[config.mk]
export PLATFORM = sky130hd
export DESIGN_NAME = pwm_capture
export DESIGN_NICKNAME = d
export VERILOG_FILES = /design/src/rtl/pwm_pkg.sv /design/src/rtl/pwm_edge_sync.sv /design/src/rtl/pwm_capture.sv
export SDC_FILE = /design/constraint.sdc
export NUM_CORES = 1
export LEC_CHECK = 0
export BUFFER_PORTS_ARGS = -buffer_cell sky130_fd_sc_hd__buf_2
export CORE_MARGIN = 10
export CORE_UTILIZATION = 35
export DETAILED_ROUTE_END_ITERATION = 8
export PLACE_DENSITY = 0.55
export SYNTH_ARGS = -nofsm -noshare
export SYNTH_HDL_FRONTEND = slang
export SYNTH_SLANG_ARGS = --single-unit
[constraint.sdc]
create_clock -name clk -period 2 [get_ports clk]
set_input_delay 0.1 -clock clk [delete_from_list [all_inputs] [get_ports clk]]
set_output_delay 0.1 -clock clk [all_outputs]
set_load 0.03 [all_outputs]
[src/rtl/pwm_pkg.sv]
// Shared types and default constants for the pwm generator/capture pair.
package pwm_pkg;
  typedef enum logic {IDLE, MEAS} state_t;

  localparam int PWM_N       = 9;
  localparam int PWM_CNT_W   = 11;
  localparam int PWM_TIMEOUT = 1024;
endpackage

[src/rtl/pwm_edge_sync.sv]
// 2-FF synchronizer plus delay flop for an asynchronous input; emits level and rise/fall strobes.
// Latency: rise/fall are asserted two clocks after the input is first sampled.
module pwm_edge_sync (
  input  logic clk,
  input  logic reset,
  input  logic din,
  output logic level,
  output logic rise,
  output logic fall
);
  logic s1, s2, s3;

  always_ff @(posedge clk) begin
    if (reset) begin
      s1 <= 1'b0;
      s2 <= 1'b0;
      s3 <= 1'b0;
    end else begin
      s1 <= din;
      s2 <= s1;
      s3 <= s2;
    end
  end

  assign level = s2;
  assign rise  = s2 & ~s3;
  assign fall  = ~s2 & s3;
endmodule

[src/rtl/pwm_capture.sv]
// Measures high time and period of an incoming PWM waveform, reporting once per period.
// Declares a stuck input after TIMEOUT edge-free clocks and re-arms on the next rise.
module pwm_capture
  import pwm_pkg::*;
#(
  parameter int N       = PWM_N,
  parameter int W       = PWM_CNT_W,
  parameter int TIMEOUT = 2 * (2 ** N)
) (
  input  logic         clk,
  input  logic         reset,
  input  logic         pwm_in,
  output logic [W-1:0] high_time,
  output logic [W-1:0] period,
  output logic         valid,
  output logic         stuck,
  output logic         stuck_level
);
  localparam logic [W-1:0] MAXV  = {W{1'b1}};
  localparam logic [W-1:0] TO    = W'(TIMEOUT);
  localparam logic [W-1:0] TO_M1 = W'(TIMEOUT - 1);

  logic level, rise, fall, any_edge, timeout;

  pwm_edge_sync u_sync (
    .clk   (clk),
    .reset (reset),
    .din   (pwm_in),
    .level (level),
    .rise  (rise),
    .fall  (fall)
  );

  state_t       state_q, state_d;
  logic [W-1:0] high_cnt_q, high_cnt_d;
  logic [W-1:0] period_cnt_q, period_cnt_d;
  logic [W-1:0] idle_cnt_q, idle_cnt_d;
  logic [W-1:0] high_time_d, period_d;
  logic         valid_d, stuck_d, stuck_level_d;

  assign any_edge = rise | fall;
  // Fires only on the cycle idle_cnt steps onto TIMEOUT, so a held timeout reports once.
  assign timeout  = ~any_edge && (idle_cnt_q == TO_M1);

  always_ff @(posedge clk) begin
    if (reset) begin
      state_q      <= IDLE;
      high_cnt_q   <= '0;
      period_cnt_q <= '0;
      idle_cnt_q   <= '0;
      high_time    <= '0;
      period       <= '0;
      valid        <= 1'b0;
      stuck        <= 1'b0;
      stuck_level  <= 1'b0;
    end else begin
      state_q      <= state_d;
      high_cnt_q   <= high_cnt_d;
      period_cnt_q <= period_cnt_d;
      idle_cnt_q   <= idle_cnt_d;
      high_time    <= high_time_d;
      period       <= period_d;
      valid        <= valid_d;
      stuck        <= stuck_d;
      stuck_level  <= stuck_level_d;
    end
  end

  always_comb begin
    state_d       = state_q;
    high_cnt_d    = high_cnt_q;
    period_cnt_d  = period_cnt_q;
    idle_cnt_d    = idle_cnt_q;
    high_time_d   = high_time;
    period_d      = period;
    valid_d       = 1'b0;
    stuck_d       = stuck;
    stuck_level_d = stuck_level;

    if (any_edge)
      idle_cnt_d = '0;
    else if (idle_cnt_q != TO)
      idle_cnt_d = idle_cnt_q + W'(1);

    case (state_q)
      IDLE: begin
        if (rise) begin
          high_cnt_d   = W'(1);
          period_cnt_d = W'(1);
          stuck_d      = 1'b0;
          state_d      = MEAS;
        end
      end
      MEAS: begin
        if (rise) begin
          high_time_d  = high_cnt_q;
          period_d     = period_cnt_q;
          valid_d      = 1'b1;
          high_cnt_d   = W'(1);
          period_cnt_d = W'(1);
        end else begin
          if (period_cnt_q != MAXV)
            period_cnt_d = period_cnt_q + W'(1);
          if (level && (high_cnt_q != MAXV))
            high_cnt_d = high_cnt_q + W'(1);
        end
      end
      default: state_d = IDLE;
    endcase

    // timeout excludes any edge, so it never collides with the rise handling above
    if (timeout) begin
      stuck_d       = 1'b1;
      stuck_level_d = level;
      high_time_d   = '0;
      period_d      = '0;
      valid_d       = 1'b1;
      state_d       = IDLE;
    end
  end
endmodule

=== Word level (Yosys, flattened, before mapping) ===
Cells that the tools add are included.

* Register bits after elaboration: 62
* Input port bits: 3
* Memories: 0
* Word-level logic and storage cells: 53
* RAM bits: 0
* ROM bits: 0
* Output and inout port bits: 25
* Latch bits: 0

* Multiply operators: 0
* Bitwise logic cells: 7
* Add/subtract/negate cells: 3
* Reductions and logical operators: 9
* Shift operators: 0
* Mux-type cells: 14
* Eq/ne operators: 8
* Magnitude comparators: 0
* Divide/modulo/power cells: 0

{| class="wikitable"
|+ Operators with widths
! cell !! count
|-
| 11-bit 2-to-1 mux || 5
|-
| 11-bit one-hot mux with 2 select lines || 2
|-
| 11-bit by 1-bit adder with 11-bit output (second input constant) || 3
|-
| 11-bit inequality test (second input constant) || 3
|-
| 11-bit by 10-bit == test with 1-bit output (second input constant) || 1
|-
| 2-bit AND reduction || 4
|-
| 1-bit 2-to-1 mux || 7
|-
| 3-bit by 2-bit inequality test with 1-bit output (second input constant) || 2
|-
| 2-bit inequality test (second input constant) || 2
|-
| 1-bit NOT || 4
|-
| 2-bit OR reduction || 2
|-
| 1-bit AND || 2
|-
| 1-bit logical AND || 2
|-
| 2-bit nonzero test || 1
|-
| 1-bit bitwise OR || 1
|}

=== Depth between registers and ports, before layout ===
Gate-level depths: netlist of run 1.

* Word-level depth: 7
* Gate-level depth with buffers: 8
* Gate-level depth less buffers: 6

=== By module ===
From an unflattened synthesis of run 1, not the netlist that was laid out.

* Cells, all modules: 309
* Area total of the unflattened synthesis: 2628.8 µm²

{| class="wikitable"
|+ By module, submodules not included
! module !! cells an instance !! area an instance (µm²) !! instances
|-
| pwm_capture || 301 || 2537.4 || 1
|-
| pwm_edge_sync || 8 || 91.3 || 1
|}

=== Worst setup path after synthesis of run 1 ===
No wires, ideal clock.

* Kind: register to register
* From: register u_sync.s2 (netlist: u_sync.level)
* To: register period_cnt_q[3]
* Library setup time: 60 ps
* Cell stages (with the launch flop): 6
* Slack: 403 ps
* Arrival time: 1537 ps
* Required time: 1940 ps
* Buffers on the path: 1
* Cells stage by stage: dfxtp_1 -> ha_1 -> or2_2 -> clkbuf_1 -> or4_1 -> nand2_1

* Cells in the longest elaborated chain, start to end: 3
* Elaborated cells between the ends (all ways): 6

{| class="wikitable"
|+ Ends and longest elaborated chain
! item !! RTL line !! text
|-
| start: declaration || pwm_edge_sync.sv:11 || <nowiki>logic s1, s2, s3;</nowiki>
|-
| start signal: assignment || pwm_edge_sync.sv:16 || <nowiki>s2 <= 1'b0;</nowiki>
|-
| start signal: assignment || pwm_edge_sync.sv:20 || <nowiki>s2 <= s1;</nowiki>
|-
| 1-bit AND (*) || pwm_edge_sync.sv:26 || <nowiki>assign rise = s2 & ~s3;</nowiki>
|-
| 11-bit 2-to-1 mux, or another cell as far along || pwm_capture.sv:95 || <nowiki>if (rise) begin</nowiki>
|-
| 11-bit one-hot mux with 2 select lines or 2-bit AND reduction (tied branches) || - ||
|-
| end signal: assignment || pwm_capture.sv:59 || <nowiki>period_cnt_q <= period_cnt_d;</nowiki>
|-
| end: declaration || pwm_capture.sv:36 || <nowiki>logic [W-1:0] period_cnt_q, period_cnt_d;</nowiki>
|}

Every way passes the cells marked *; elsewhere a longest branch is shown, timed or not.
A chain may end at the register's enable or synchronous reset.

=== Worst setup path in the final report of run 1 ===
* From: register u_sync.s2 (netlist: u_sync.level)
* To: register high_cnt_q[3]

* Cells in the longest elaborated chain, start to end: 3
* Elaborated cells between the ends (all ways): 7

{| class="wikitable"
|+ Ends and longest elaborated chain
! item !! RTL line !! text
|-
| 1-bit AND or 1-bit logical AND (tied branches) || pwm_edge_sync.sv:26, pwm_capture.sv:104 ||
|-
| 11-bit 2-to-1 mux, or another cell as far along || pwm_capture.sv:95 ||
|-
| 11-bit one-hot mux with 2 select lines or 2-bit AND reduction (tied branches) || - ||
|-
| end signal: assignment || pwm_capture.sv:58 || <nowiki>high_cnt_q <= high_cnt_d;</nowiki>
|-
| end: declaration || pwm_capture.sv:35 || <nowiki>logic [W-1:0] high_cnt_q, high_cnt_d;</nowiki>
|}

Parallel ways exist; a longest one is shown, timed or not.

==> metrics.sh, run 1 <==
SYNTH_TOP_FLOP_CELL='sky130_fd_sc_hd__dfxtp_1'
GRT_ANTENNA_BEFORE_REPAIR=0
FINAL_CORE_UTILIZATION_PCT=43.2
WORSTPATHREQUIRED_PS=2280
YOSYS.AREA.TOP_TYPE='sky130_fd_sc_hd__dfxtp_1'
FINALNONFILLERCELLS=451
DIODES=0
VIAS=2232
SETUP.WORST_PATH.START_CLASS='flop'
GRT_FIRST_PASS_WIRELENGTH_UM=9990
POST_SYNTH_INST_COUNT=312
CRIT_PATH_CELL_TRACE='ha_1 > or2_2 > or4_1 > nand2_1'
FIN_NETS=355
PLACE_INST=434
DRV.MAX_CAP_VIOLATION_COUNT=0
FF_LATCH_AREA_UM2=1240
RSZ0062_AT_GRT='no'
POST_CTS_HOLD_BUFFER_COUNT=1
SEQ_AREA_FRAC_SYNTH_PCT=47.2
CHIPHEIGHT_UM=107
SYNTH_CELL_TYPE_COUNT=45
FIRST_GLOBAL_VIAS=2134
INITIAL_UTILIZATION_PCT=36.1
CLKLATENCYLATEPIN_PS=340
SYNTH.TOP_CELLS.BY_COUNT='sky130_fd_sc_hd__dfxtp_1, sky130_fd_sc_hd__nand2_1, sky130_fd_sc_hd__a21oi_1'
OUTCOME='completed'
TRITONCTS='yes'
DRTITER0DRC=92
VDD_IR_DROP_MAX_mV=0.358
GRT_OVERFLOW_TOTAL=0
DRCVIOLATIONCOUNT=0
MAX_FREQ_MHz=576
POST_CTS.RESIZED_INSTANCES=0
TOP_COUNT_CELL_POST_SYNTH='sky130_fd_sc_hd__dfxtp_1'
DESIGN.CORE.AREA_UM2=7290
VIA_DENSITY_PER_INSTANCE=4.95
AREA_GROWTH_FROM_SYNTHESIS_TO_LAYOUT_PCT=19.8
TOTAL_CTS_BUFFERS=9
SYN-MEAN-INSTANCE-AREA_UM2=8.43
GLOBALPLACE.CONGESTION=0.801
FINALCLOCKSKEW_PS=11.3
CRIT_SLOWEST_CELL='sky130_fd_sc_hd__or4_1'
CP-END-KIND='flop'
TIMING.SLEW.HEADROOM_PCT=70.2
PORT-BUFFER-COUNT=27
SYNTH.AREA.TOP_CELLS='sky130_fd_sc_hd__dfxtp_1, sky130_fd_sc_hd__nand2_1, sky130_fd_sc_hd__a21oi_1'
DETAIL_ROUTE.FIRST_PASS.ITERATIONS=4
TIMING.FINAL.HOLD_VIOLATIONS=0
GRT.TOTAL_USAGE_PCT=10.7
CTSROOTBUFFERMASTER='sky130_fd_sc_hd__clkbuf_8'
LEAKAGEPOWER_nW=1.16
IOPINCOUNT=28
MIN_PERIOD_PS=1740
CTS.CLK_SLEW.WORST_PATHS_PS=70
POST_SYNTHESIS_REGISTER_BIT_COUNT=62
FIN_SETUP_TNS_PS=0
WORSTPATHARRIVAL_PS=2020
CTSHTREEMAXLEVEL=3
FLOORPLAN.DIE_AREA_UM2=11400
CRIT_TYPE='reg -> reg'
TOTAL_POWER_DENSITY_PER_CELL_AREA_nW_PER_UM2=859
ROUTED_WL_UM=5820
FINAL.FILL_COUNT=786
REPORT.FINAL.SETUP_VIOL=0
ROW_COUNT=31
PLACE.DETAILED.HPWL_UM=4170
WORST_HOLD_PATH_TYPE='in -> reg'
SYNTH_TOP_CELL_AREA_SHARE_PCT=47.2
PERIOD_SHARE_PCT=86.8
DETAIL_ROUTE.WL_PER_CELL_UM=12.9
POST_SYNTH_INSTANCE_AREA_UM2=2630
POSTSYNTH.ASYNCRESETSHARE_PCT=0
CTS.PATH.MAX_BUFFERS=2
SYNTH_EDF_COUNT=0
FINAL-MAX-SLEW-VIOLATION-COUNT=0
SYN-NUM-NETS=320
CTS_NUM_SINKS=62
NUMBER_OF_WARNINGS_PRINTED_DURING_YOSYS_SYNTHESIS=0
FINAL_ANTENNA_NET_COUNT=0
GRT_MAX_DEGREE=16
CRIT_FANOUT=15
WORST_SLEW_PIN_SLEW_PS=441
CRITICAL_PATH.MAX_STAGE_DELAY_PS=530
CTS_SETUP_BUFFERS=0
LAYOUT-DRIVE-GT1-SHARE_PCT=18.2
DIEWIDTH_UM=107
MULTI_INPUT_GATE_AREA_IN_THE_FINAL_LAYOUT_UM2=1290
[per-stage QoR]
stage | cell area [um^2] | hold WS [ps] | total power [mW] | worst slack [ps]
finish | 3150 | 66.8 | 2.71 | 264
detailed placement | 2890 | 317 | 1.38 | 271
CTS | 3150 | 71.5 | 2.74 | 248
global route | 3150 | 87.4 | 2.81 | 130
global placement | 2890 | 316 | 1.38 | 327
floorplan | 2630 | 228 | 1.35 | 403
[worst max-delay path, delay by kind of cell (launching register included)]
family                     cells  cell delay, ps
and+or+nand+nor                3            1050
DFF                            1             350
adders and majority gates      1             280
[cells by family after synthesis]
kind of cell / Yosys count / share of synthesized area, %
simple gates: 140 / 26.7
compound gates: 71 / 15.8
flops: 62 / 47.2
buf+inv: 22 / 3.81
xor+xnor: 9 / 3.00
fa+ha+maj: 5 / 2.38
mux: 3 / 1.14
[cells in the final DEF, fill, tap and decap left out, types with 2 or more instances in the layout]
cell	netlist	routed
sky130_fd_sc_hd__o211ai_1	3	3
sky130_fd_sc_hd__and3_1	4	4
sky130_fd_sc_hd__a21oi_1	40	40
sky130_fd_sc_hd__or2_2	2	2
sky130_fd_sc_hd__clkinv_4	0	2
sky130_fd_sc_hd__bufinv_16	0	3
sky130_fd_sc_hd__nand2_1	56	56
sky130_fd_sc_hd__nand4_1	7	7
sky130_fd_sc_hd__buf_4	0	10
sky130_fd_sc_hd__nor3_1	4	4
sky130_fd_sc_hd__buf_2	2	27
sky130_fd_sc_hd__o31ai_1	2	2
sky130_fd_sc_hd__and4_1	2	2
sky130_fd_sc_hd__xor2_1	6	6
sky130_fd_sc_hd__o21ai_0	16	16
sky130_fd_sc_hd__or4_1	3	3
sky130_fd_sc_hd__ha_1	5	5
sky130_fd_sc_hd__nor2b_1	3	3
sky130_fd_sc_hd__nor4_1	2	2
sky130_fd_sc_hd__nor2_1	18	18
sky130_fd_sc_hd__nand3_2	2	2
sky130_fd_sc_hd__inv_1	8	8
sky130_fd_sc_hd__xnor2_1	3	3
sky130_fd_sc_hd__dfxtp_1	62	62
sky130_fd_sc_hd__nand3_1	17	17
sky130_fd_sc_hd__or3_1	6	6
sky130_fd_sc_hd__nand2b_1	5	5
sky130_fd_sc_hd__mux2i_1	3	3
sky130_fd_sc_hd__a31oi_1	2	2
sky130_fd_sc_hd__clkbuf_8	0	9
[layer usage]
layer  up-vias  share of wire (%)  GRT usage (%)
met1      1020                 52           13.7
met2        45                 40           15.2
met3         9                5.9           3.83
met5         -                  0              0
met4         0                1.8           5.51
li1       1158                  -              -
[power by group]
| group | switching, mW | internal (mW) | total (mW) | leakage, nW |
|---|---|---|---|---|
| clock network | 0.523 | 0.834 | 1.36 | 0.124 |
| registers | 0.0147 | 1.25 | 1.26 | 0.501 |
| logic | 0.0544 | 0.0332 | 0.0876 | 0.539 |
[area by class of cell]
class	instances	area share, %
Multi-Input combinational cell	228	40.9
Inverter	8	0.954
Tap cell	99	3.93
Timing Repair Buffer	38	7.00
Sequential cell	62	39.4
Clock inverter	7	3.86
Clock buffer	9	3.93
[path summary, 6_finish.rpt]
kind / startpoint / to / depth (start not counted) / slack, ps
max: u_sync.level / high_cnt_q[3] / 4 / 260
min: reset / u_sync.s1 / 2 / 70
max reg2reg: u_sync.level / high_cnt_q[3] / 4 / 260
min reg2reg: high_time[10] / high_time[10] / 2 / 450
[registers in the layout, summed over array words and instances (netlist names)]
register and flops:
high_cnt_q 11, high_time 11, idle_cnt_q 11, period 11, period_cnt_q 11, state_q 1
stuck 1, stuck_level 1, u_sync.level 1, u_sync.s1 1, u_sync.s3 1, valid 1
No activity file was read; power rests on OpenSTA's default activity.
==> run 2: changes to the inputs <==
Settings changed: CELL_PAD_IN_SITES_DETAIL_PLACEMENT set to 1, CELL_PAD_IN_SITES_GLOBAL_PLACEMENT set to 1, PLACE_DENSITY 0.55 to 0.68.
==> metrics.sh, run 2 (synthesis gave the netlist of run 1 again) <==
CTS.CLK_SLEW.WORST_PATHS_PS=80
WORSTPATHREQUIRED_PS=2290
RSZ0062_AT_GRT='no'
TOTAL_POWER_DENSITY_PER_CELL_AREA_nW_PER_UM2=762
VDD_IR_DROP_MAX_mV=0.351
PLACE.DETAILED.HPWL_UM=4630
IOPINCOUNT=28
ROW_COUNT=31
CLKLATENCYLATEPIN_PS=340
MOSTFREQUENTLAYOUTCELL='sky130_fd_sc_hd__dfxtp_1'
CP-END-KIND='flop'
TOTAL_CTS_BUFFERS=9
R2R_END='period_cnt_q[3]'
INITIAL_UTILIZATION_PCT=36.1
CTSROOTBUFFERMASTER='sky130_fd_sc_hd__clkbuf_8'
GLOBALPLACE.CONGESTION=0.789
WORSTHOLDENDPOINT='stuck'
LAYOUT-DRIVE-GT1-SHARE_PCT=17.7
OUTCOME='completed'
TIMING.FINAL.HOLD_VIOLATIONS=0
MAX_FREQ_MHz=572
CRIT_FANOUT=15
CRIT_PATH_START='u_sync.level'
DIODES=0
REG_TO_REG_CRITICAL_PATH_STARTPOINT='u_sync.level'
GRT_OVERFLOW_TOTAL=0
DESIGN_POWER_TOTAL_mW=2.34
GRT_MAX_DEGREE=24
MIN_PATH_CELLS=2
HOLD-WORST-SLACK_PS=74.8
REPORT.FINAL.SETUP_VIOL=0
HOLD_PATH.STARTPOINT='reset'
DRV.MAX_CAP_VIOLATION_COUNT=0
GRT.TOTAL_USAGE_PCT=11.5
FIN_NETS=353
FIRST_GLOBAL_VIAS=2201
POST_CTS.RESIZED_INSTANCES=0
FINAL_ANTENNA_NET_COUNT=0
DRTITER0DRC=64
CHIPHEIGHT_UM=107
PRE_CTS_WS_PS=269
CRIT_TYPE='reg -> reg'
DETAIL_ROUTE.WL_PER_CELL_UM=14.3
TIMING.SLEW.HEADROOM_PCT=70.6
DRCVIOLATIONCOUNT=0
WORST_HOLD_PATH_TYPE='in -> reg'
GRT_ANTENNA_BEFORE_REPAIR=0
MIN_PERIOD_PS=1750
FINAL.FILL_COUNT=926
FINAL-MAX-SLEW-VIOLATION-COUNT=0
CTS_SETUP_BUFFERS=0
LAYOUT_COMMON_CELLS='sky130_fd_sc_hd__dfxtp_1, sky130_fd_sc_hd__nand2_1, sky130_fd_sc_hd__a21oi_1'
VIA_DENSITY_PER_INSTANCE=5.02
CTS.PATH.MAX_BUFFERS=2
PORT-BUFFER-COUNT=27
FINALCLOCKSKEW_PS=10.4
FIN_SETUP_TNS_PS=0
R2R.WORST_PATH.CELLS=4
PLACE_INST=432
VIAS=2256
WORST_REG2REG_SETUP_SLACK_PS=250
DIEWIDTH_UM=107
PERIOD_SHARE_PCT=87.4
GRT_FIRST_PASS_WIRELENGTH_UM=10700
FINALNONFILLERCELLS=449
CTS_NUM_SINKS=62
SETUP.WORST_PATH.START_CLASS='flop'
DETAIL_ROUTE.FIRST_PASS.ITERATIONS=4
LEAKAGEPOWER_nW=1.12
ROUTED_WL_UM=6430
WORST_SLEW_PIN_SLEW_PS=442
WORSTPATHARRIVAL_PS=2030
LAYOUT_SETUP_WS_PS=252
AREA_GROWTH_FROM_SYNTHESIS_TO_LAYOUT_PCT=17.0
FLOORPLAN.DIE_AREA_UM2=11400
TRITONCTS='yes'
CTSHTREEMAXLEVEL=3
DESIGN.CORE.AREA_UM2=7290
[run 2: cell count changes in the layout (fill, tap and decap cells not counted)]
cell,previous run,this run
sky130_fd_sc_hd__buf_4,10,7
sky130_fd_sc_hd__bufinv_16,3,0
sky130_fd_sc_hd__clkinvlp_4,0,3
sky130_fd_sc_hd__clkinv_2,1,3
sky130_fd_sc_hd__clkinv_4,2,0
sky130_fd_sc_hd__buf_12,0,1
sky130_fd_sc_hd__clkbuf_8,9,10
sky130_fd_sc_hd__inv_6,1,0
[run 2: per-layer routing]
layer  track usage [%]  share of wire (%)  vias up
li1                  -                  -     1157
met1              14.3                 51     1061
met2              17.7                 44       31
met3              3.53                4.1        7
met4              5.51                1.5        0
met5                 0                  0        -
[run 2: timing repair]
action	4_1_cts	5_1_grt
hold endpoints to repair	1	0
endpoints found under the setup margin	0	0
hold buffers	1	0
[run 2: worst max path at each step]
stage          cells past startpoint              end  slack [ps]
2_1_floorplan                      5  period_cnt_q[3]         400
3_3_place_gp                       4  period_cnt_q[3]         330
3_5_place_dp                       4    high_cnt_q[3]         270
4_1_cts                            4  period_cnt_q[3]         250
5_1_grt                            4    high_cnt_q[6]         180
6_report                           4  period_cnt_q[3]         250
[run 2: worst max-delay path, cell delays in order, from the launching register on]
cell                      delay (ps)
sky130_fd_sc_hd__dfxtp_1         360
sky130_fd_sc_hd__ha_1            270
sky130_fd_sc_hd__or2_2           450
sky130_fd_sc_hd__or4_1           530
sky130_fd_sc_hd__nand2_1          90
[run 2: layout make-up]
class                      instances  area [um^2]  area share [%]
timing repair buffer              36          218            7.08
multi-input combinational        228         1290            41.9
clock inverter                     6         37.5            1.22
sequential                        62         1240            40.4
inverter                           8         30.0           0.976
clock buffer                      10          138            4.48
tap                               99          124            4.03
[run 2: power by group]
group	switching, mW	internal (mW)
logic	0.0547	0.0343
registers	0.0164	1.25
clock network	0.516	0.476
total	0.587	1.76
[run 2: through the flow]
| stage | util [%] | instance area (um^2) |
|---|---|---|
| finish | 42.2 | 3080 |
| floorplan | - | 2630 |
| CTS | 42.2 | 3080 |
| global route | 42.2 | 3080 |
| detailed placement | 39.6 | 2890 |
| global placement | 39.6 | 2890 |
==> run 3: changes to the inputs <==
Settings changed: ABC_AREA set to 1, CORE_MARGIN 10 to 8, PLACE_DENSITY 0.68 to 0.7.
==> metrics.sh, run 3 <==
CP_TOP_FAMILY='simple AND/OR/NAND/NOR gates'
CTSROOTBUFFERMASTER='sky130_fd_sc_hd__clkbuf_8'
WORST_REG2REG_SETUP_SLACK_PS=280
RSZ0062_AT_GRT='no'
DRTITER0DRC=78
VIAS=2789
REG_TO_REG_CRITICAL_PATH_STARTPOINT='high_cnt_q[1]'
LAYOUT_COMMON_CELLS='sky130_fd_sc_hd__nand2_1, sky130_fd_sc_hd__dfxtp_1, sky130_fd_sc_hd__a21oi_1'
CTS.PATH.MAX_BUFFERS=2
SYNTH_TOP_FLOP_CELL='sky130_fd_sc_hd__dfxtp_1'
WORSTPATHARRIVAL_PS=1960
FLOORPLAN.DIE_AREA_UM2=11400
SYNTH.TOP_CELLS.BY_COUNT='sky130_fd_sc_hd__nand2_1, sky130_fd_sc_hd__dfxtp_1, sky130_fd_sc_hd__a21oi_1'
MET2_USAGE_IN_GLOBAL_ROUTING_PCT=25.6
POST_SYNTHESIS_REGISTER_BIT_COUNT=62
PLACE.DETAILED.HPWL_UM=5880
SYN-NUM-NETS=417
BUSIEST_LAYER_IN_GLOBAL_ROUTING='met2'
TRITONCTS='yes'
TIMING.FINAL.HOLD_VIOLATIONS=0
GRT_ANTENNA_BEFORE_REPAIR=0
SYNTH_TOP_FAMILY_BY_AREA='simple AND/OR/NAND/NOR gates'
SYNTH_TOP_CELL_AREA_SHARE_PCT=43.1
DETAIL_ROUTE.WL_PER_CELL_UM=14.6
TOTAL_CTS_BUFFERS=9
CRIT_TOP_CELL='sky130_fd_sc_hd__nand2_4'
HOLD_PATH.STARTPOINT='reset'
CRIT_PATH_START='high_cnt_q[1]'
LAYOUT-DRIVE-GT1-SHARE_PCT=14.9
POST_SYNTH_INST_COUNT=409
DETAIL_ROUTE.FIRST_PASS.ITERATIONS=4
GLOBALROUTEMET1UTIL_PCT=18.0
GRT_OVERFLOW_TOTAL=0
FINAL-MAX-SLEW-VIOLATION-COUNT=0
OUTCOME='completed'
POSTSYNTH.ASYNCRESETSHARE_PCT=0
ROW_COUNT=33
IOPINCOUNT=28
FINAL_ANTENNA_NET_COUNT=0
GRT.TOTAL_USAGE_PCT=15.1
SYNTHSIMPLEGATEAREAFRAC_PCT=34.3
REPORT.FINAL.SETUP_VIOL=0
DRCVIOLATIONCOUNT=0
PORT-BUFFER-COUNT=27
YOSYS.AREA.TOP_TYPE='sky130_fd_sc_hd__dfxtp_1'
GRT_FIRST_PASS_WIRELENGTH_UM=13900
SYNTH-ADDER-AREA-SHARE_PCT=2.17
CRIT_SLOWEST_CELL='sky130_fd_sc_hd__dfxtp_1'
SYNTH_EDF_COUNT=0
CLKLATENCYLATEPIN_PS=340
LEAKAGEPOWER_nW=1.29
CTS.CLK_SLEW.WORST_PATHS_PS=80
TOTAL_POWER_DENSITY_PER_CELL_AREA_nW_PER_UM2=751
WORSTPATHREQUIRED_PS=2240
WORST_HOLD_PATH_TYPE='in -> reg'
FIN_SETUP_TNS_PS=0
GLOBALPLACE.CONGESTION=0.893
SETUP.WORST_PATH.START_CLASS='flop'
CRIT_TYPE='reg -> reg'
AREA_GROWTH_FROM_SYNTHESIS_TO_LAYOUT_PCT=17.3
DESIGN_POWER_TOTAL_mW=2.54
SYN-MEAN-INSTANCE-AREA_UM2=7.04
INITIAL_UTILIZATION_PCT=35.6
DRV.MAX_CAP_VIOLATION_COUNT=0
DESIGN.CORE.AREA_UM2=8090
CRITPATHBUFINV=0
VIA_DENSITY_PER_INSTANCE=5.03
SYNTH.AREA.TOP_CELLS='sky130_fd_sc_hd__dfxtp_1, sky130_fd_sc_hd__nand2_1, sky130_fd_sc_hd__a21oi_1'
CTSHTREEMAXLEVEL=3
VDD_IR_DROP_MAX_mV=0.351
NUMBER_OF_WARNINGS_PRINTED_DURING_YOSYS_SYNTHESIS=0
PERIOD_SHARE_PCT=86.2
ROUTED_WL_UM=8120
TIMING.SLEW.HEADROOM_PCT=61.3
CRIT_PATH_CELL_TRACE='ha_1 > nand3_2 > nor2_4 > nand3_4 > nand2_4 > nand2_4 > a21oi_1 > nor2_1'
CP-END-KIND='flop'
SYNTH-COMPOUND-AREA-SHARE_PCT=11.3
FINAL_CORE_UTILIZATION_PCT=41.7
SYNTH_XOR_AREA_SHARE_PCT=1.22
FINALCLOCKSKEW_PS=8.51
WORST_SLEW_PIN_SLEW_PS=580
CRIT_FANOUT=15
POST_SYNTH_MUX_AREA_SHARE_PCT=0
CHIPHEIGHT_UM=107
SEQ_AREA_FRAC_SYNTH_PCT=43.1
FIN_NETS=453
CTS_NUM_SINKS=62
MOSTFREQUENTLAYOUTCELL='sky130_fd_sc_hd__nand2_1'
CRITICAL_PATH.MAX_STAGE_DELAY_PS=440
MET3_USAGE_GRT_PCT=3.00
GRT_MAX_DEGREE=24
DIODES=0
MAX_FREQ_MHz=580
DIEWIDTH_UM=107
TOP_COUNT_CELL_POST_SYNTH='sky130_fd_sc_hd__nand2_1'
SYNTH_CELL_TYPE_COUNT=27
POST_SYNTH_INSTANCE_AREA_UM2=2880
FIRST_GLOBAL_VIAS=2942
MIN_PERIOD_PS=1720
## run 3: cell count changes in the layout (fill, tap and decap cells not counted), moves of 6 or more
cell,before,now
sky130_fd_sc_hd__nand2_1,56,102
sky130_fd_sc_hd__nand3_1,17,50
sky130_fd_sc_hd__inv_1,8,38
sky130_fd_sc_hd__nor2_1,18,39
sky130_fd_sc_hd__a21oi_1,40,51
sky130_fd_sc_hd__o21ai_0,16,6
sky130_fd_sc_hd__buf_4,7,14
sky130_fd_sc_hd__or3_1,6,0
## run 3: worst paths after layout
kind / end / cells past startpoint
setup / recovery: high_cnt_q[2] / 8
hold / removal: u_sync.s1 / 3
setup reg to reg: high_cnt_q[2] / 8
hold reg to reg: u_sync.level / 2
## run 3: where the power goes
part | switching (mW) | total (mW) | leakage, nW | internal [mW]
Clock | 0.535 | 1.11 | 0.0914 | 0.576
Combinational | 0.109 | 0.157 | 0.694 | 0.0477
Sequential | 0.0160 | 1.27 | 0.501 | 1.25
Total | 0.660 | 2.54 | 1.29 | 1.88
## run 3: cells by family (layout without fill, tap and decap cells)
| kind of cell | after synthesis | count (layout) |
|---|---|---|
| simple gates | 221 | 221 |
| compound gates | 62 | 62 |
| flops | 62 | 62 |
| buf+inv | 55 | 96 |
| fa+ha+maj | 5 | 5 |
| xor+xnor | 4 | 4 |
## run 3: repair_timing
action | CTS | global route
buffers inserted | 0 | 0
endpoints found under the hold margin | 1 | 0
gates resized for setup | 0 | 1
hold buffers | 1 | 0
endpoints found under the setup margin | 0 | 3
## run 3: per-stage QoR
| step | hold slack, ps | setup WS [ps] | cell area [um^2] | std cells |
|---|---|---|---|---|
| after CTS | 197 | 169 | 3370 | 555 |
| after global routing | 225 | 96.9 | 3380 | 555 |
| after floorplan | 207 | 455 | 2880 | 409 |
| final | 202 | 277 | 3380 | 555 |
| after detailed placement | 318 | 182 | 3160 | 538 |
| after global placement | 303 | 262 | 3160 | 538 |
## run 3: metal layers
layer / share of wire, % / wire length (um)
met1: 46 / 3700
met2: 50 / 4030
met3: 2.9 / 233
met4: 1.9 / 151
met5: 0 / 0
## run 3: layout make-up
type                    count  area (um^2)
repair buffers             42          250
inverters                  38          143
fillers                  1069         4710
clock buffers               9          124
flip-flops and latches     62         1240
multi-input cells         292         1410
clock inverters             7         75.1
well taps                 105          131
## run 3: tightest hold or removal path: stages
cell and delay (ps):
sky130_fd_sc_hd__buf_2 90, sky130_fd_sc_hd__buf_4 240, sky130_fd_sc_hd__nor2_1 70
